===== config.mk =====
export PLATFORM = sky130hd
export DESIGN_NAME = id_ex_stage
export DESIGN_NICKNAME = d
export VERILOG_FILES = /design/src/rtl/id_ex_stage.sv
export SDC_FILE = /design/constraint.sdc
export NUM_CORES = 1
export LEC_CHECK = 0
export CORE_MARGIN = 4
export CORE_UTILIZATION = 55
export DETAILED_ROUTE_END_ITERATION = 6
export PLACE_DENSITY_LB_ADDON = 0.15
export SYNTH_ARGS = -nofsm -noshare
export SYNTH_HDL_FRONTEND = slang
export SYNTH_SLANG_ARGS = --single-unit

===== constraint.sdc =====
create_clock -name clk -period 3.11 [get_ports clk]
set_clock_uncertainty 0.15 [all_clocks]
set_input_delay 0.933 -clock clk [delete_from_list [all_inputs] [get_ports clk]]
set_output_delay 0.933 -clock clk [all_outputs]
set_load 0.01 [all_outputs]

===== src/rtl/id_ex_stage.sv =====
// Decode-to-execute buffer: a two-entry head/skid register pair with decode at push; pushed instruction visible one edge later.
// Backpressure: id_ready is the registered "skid empty" flag, so ex_ready never reaches id_ready combinationally.
module id_ex_stage (
  input  logic        clk,
  input  logic        rst,
  input  logic        if_id_valid,
  input  logic [31:0] if_id_instr,
  input  logic [63:0] rA_data,
  input  logic [63:0] rB_data,
  output logic        id_ready,
  input  logic        flush,
  input  logic        ex_ready,
  output logic        ID_EX_valid,
  output logic [31:0] ID_EX_Instr,
  output logic [63:0] ID_EX_rA,
  output logic [63:0] ID_EX_rB,
  output logic [4:0]  ID_EX_rD,
  output logic [1:0]  ID_EX_ww,
  output logic        ID_EX_wb_en,
  output logic        ID_EX_illegal
);

  localparam logic [5:0] OPC_ALU = 6'b101010;

  typedef struct packed {
    logic [31:0] instr;
    logic [63:0] ra;
    logic [63:0] rb;
    logic        wb_en;
    logic        illegal;
  } entry_t;

  entry_t head_q, skid_q, in_ent;
  logic   head_vld, skid_vld;
  logic   push, pop, alu_op, nop;
  logic   head_load_in, head_load_skid, skid_load;

  always_comb begin
    nop            = (if_id_instr == 32'd0);
    alu_op         = (if_id_instr[31:26] == OPC_ALU) && (if_id_instr[5:0] != 6'd0);
    in_ent.instr   = if_id_instr;
    in_ent.ra      = rA_data;
    in_ent.rb      = rB_data;
    in_ent.illegal = ~nop & ~alu_op;
    in_ent.wb_en   = alu_op & (if_id_instr[25:21] != 5'd0);
  end

  // Skid full implies no push, so a popping head is refilled from skid or from the input, never both.
  always_comb begin
    push           = if_id_valid & ~skid_vld & ~flush;
    pop            = head_vld & ex_ready;
    head_load_skid = pop & skid_vld;
    head_load_in   = push & (~head_vld | (pop & ~skid_vld));
    skid_load      = push & head_vld & ~pop;
  end

  always_ff @(posedge clk or negedge rst) begin
    if (!rst) begin
      head_vld <= 1'b0;
      skid_vld <= 1'b0;
      head_q   <= '0;
      skid_q   <= '0;
    end else if (flush) begin
      head_vld <= 1'b0;
      skid_vld <= 1'b0;
    end else begin
      head_vld <= pop ? (skid_vld | push) : (head_vld | push);
      skid_vld <= skid_load | (skid_vld & ~pop);
      if (head_load_skid) begin
        head_q <= skid_q;
      end else if (head_load_in) begin
        head_q <= in_ent;
      end
      if (skid_load) begin
        skid_q <= in_ent;
      end
    end
  end

  always_comb begin
    id_ready      = ~skid_vld;
    ID_EX_valid   = head_vld;
    ID_EX_Instr   = head_q.instr;
    ID_EX_rA      = head_q.ra;
    ID_EX_rB      = head_q.rb;
    ID_EX_rD      = head_q.instr[25:21];
    ID_EX_ww      = head_q.instr[7:6];
    ID_EX_wb_en   = head_vld & head_q.wb_en;
    ID_EX_illegal = head_vld & head_q.illegal;
  end

endmodule


==> flow_metrics.tcl <==
set metrics [dict create \
    hold_path_class "input pin to async pin" \
    synth.distinct_cells 28 \
    worstPathArrival_ns 1.81 \
    post_cts_buffers 0 \
    critPathKind "flip-flop to primary output" \
    cts.htree.levels 2 \
    end_kind "primary output" \
    synth_fp_nets 1594 \
    async_reset_ff_share_pct 100.0 \
    viasPerCell 5.426 \
    path_cells "and2_1, clkdlybuf4s50_1" \
    fmax_ghz 0.3457 \
    cp_num_cells 2 \
    drive_gt1_share_pct 15.17 \
    vdd_drop_max_mv 0.4656 \
    cts_buffer_depth 3 \
    fin_crit_ns 2.892 \
    grt_max_degree 89 \
    top_level_ports 336 \
    grt_pass1_vias 10820 \
    synth-main-ff-cell "dfrtp_1" \
    critPathTopFamily "buffers and inverters" \
    rsz0062_at_grt "no" \
    cts-buffers-inserted 34 \
    yosys_warnings 0 \
    setup_tns_ns 0 \
    netlist_top_cells_area "dfrtp_1 55%, mux2_2 12%, buf_4 8.5%" \
    gr-total-overflow 0 \
    routedWlPerCell_um 18.17 \
    io_buffers 335 \
    ys_seq_elements 326 \
    worstSkewPairLatency_ns 0.50 \
    power_density_nw_per_um2 699.2 \
    yosysMostFrequentCell "nand2_1" \
    drt-initial-drc-count 765 \
    period_share_pct 93.00 \
    nNetsFinal 1742 \
    cts-root-buf "clkbuf_16" \
    postSynthCellCount 1429 \
    rows 59 \
    initial_core_util_pct 56.26 \
    synth_edf_count 0 \
    path_buf_inv 1 \
    postCtsHoldBufs 0 \
    antenna_found_initial 2 \
    reg2regPathDepth 4 \
    status "complete, no violations" \
    start_kind "flip-flop" \
    area_growth_pct 25.12 \
    gp_congestion 0.8153 \
    hpwl_um 23590 \
    syn_area_um2 14780 \
    antenna_left 0 \
    fp.dieH_um 172.0 \
    grt_pass1_wl_um 56010 \
    fp.dieW_um 172.0 \
    cellLeakagePower_nw 7.961 \
    maxSlewViolCount 0 \
    cap_violations 0 \
    routed_wl_um 35240 \
    slowest_delay_ns 0.59 \
    cts_tree "done" \
    final_core_util_pct 70.39 \
    cts_sinks 326 \
    core_um2 26280 \
    setup_violations 0 \
    synth_top_area_cell "dfrtp_1" \
    synthTopCellsByCount "328 x nand2_1, 326 x dfrtp_1, 168 x buf_4" \
    firstDrtPassIters 5 \
    grt_usage_pct 23.49 \
    crit_slowest_cell "clkdlybuf4s50_1" \
    crit_fanout 10 \
    postSynthAreaPerCell_um2 10.35 \
    slew-limit-headroom_pct 63.66 \
    hold_viol 0 \
    path_clk_slew_ns 0.06 \
    worst_slew_pin_slew_ns 0.5451 \
    vias 10520 \
    ctsResizeCount 0 \
    dieArea_um2 29570 \
    synth_seq_area_share_pct 55.18 \
    cp.required_ns 2.03 \
    yosysTopAreaCellShare_pct 55.18 \
    drc_errors 0 \
]
## routing by layer
layer / vias to the layer above / share of wire [%] / global-route usage [%]
li1: 4929 / - / -
met4: 2 / 3.0 / 7.963
met1: 5181 / 42 / 30.70
met3: 76 / 6.9 / 5.556
met5: - / 0.037 / 0
met2: 333 / 48 / 38.93
## flip-flops by register name (all words and copies together), names as in the netlist
signal / flops
ID_EX_Instr: 32
head_q: 2
ID_EX_rB: 64
skid_vld: 1
ID_EX_rA: 64
ID_EX_valid: 1
skid_q: 162
## report_power, final
group	leakage (nW)	switching [mW]	internal, mW
clock network	0.571	1.64	2.53
registers	3.80	0.593	5.28
logic	3.59	1.16	1.73
## worst reg2reg max path, cell delays in order (launching register included)
cell and delay [ns]:
dfrtp_1 0.49, nand2b_1 0.21, or4b_4 0.53, buf_12 0.23, mux2_2 0.45
## logic make-up after synthesis
group / share of synthesized area [%]
AO/OA/AOI/OAI: 7.134
flip-flops: 55.18
AND/OR/NAND/NOR: 13.46
multiplexers: 12.25
buffers and inverters: 11.97
## placed cells by master (no fill, tap or decap), types with 6 or more instances in the layout
cell / instances
dfrtp_1: 326
buf_12: 20
nor4_1: 6
buf_4: 14
nor2_1: 165
a31oi_1: 161
clkbuf_1: 8
mux2_1: 9
clkbuf_8: 8
nand2_1: 328
mux2_2: 151
clkdlybuf4s50_1: 334
clkbuf_16: 37
## through the flow
| stage | power, mW | setup WS, ns | hold WS [ns] | cell area [µm²] | instances |
|---|---|---|---|---|---|
| 2_1_floorplan | 7.764 | 0.7396 | 0.2916 | 14780 | 1429 |
| 3_3_place_gp | 8.708 | 0.1415 | 0.3056 | 17330 | 1876 |
| 3_5_place_dp | 8.850 | 0.1233 | 0.3199 | 17330 | 1876 |
| 4_1_cts | 13.05 | 0.2078 | 0.2366 | 18490 | 1937 |
| 5_1_grt | 13.58 | 0.1295 | 0.2513 | 18500 | 1938 |
| 6_report | 12.93 | 0.2176 | 0.2181 | 18500 | 1939 |
## final timing paths
| kind | from | endpoint | slack (ns) |
|---|---|---|---|
| setup / recovery | ID_EX_valid | ID_EX_illegal | 0.22 |
| hold / removal | rst | ID_EX_rB[27] | 0.22 |
| setup reg to reg | skid_vld | skid_q[86] | 0.93 |
| hold reg to reg | skid_q[1] | skid_q[1] | 0.33 |
| max in group asynchronous | rst | ID_EX_rA[15] | 1.85 |
| min in group clk | skid_q[1] | skid_q[1] | 0.33 |
## cell type report
type	count	area [µm²]
fillers	1968	7782
well taps	335	419.2
inverters	2	7.507
multi-input cells	844	4886
repair buffers	369	3864
clock buffers	53	1066
clock inverters	8	92.59
diodes	2	5.005
flip-flops and latches	326	8158
Power figures use the tool's default switching activity.
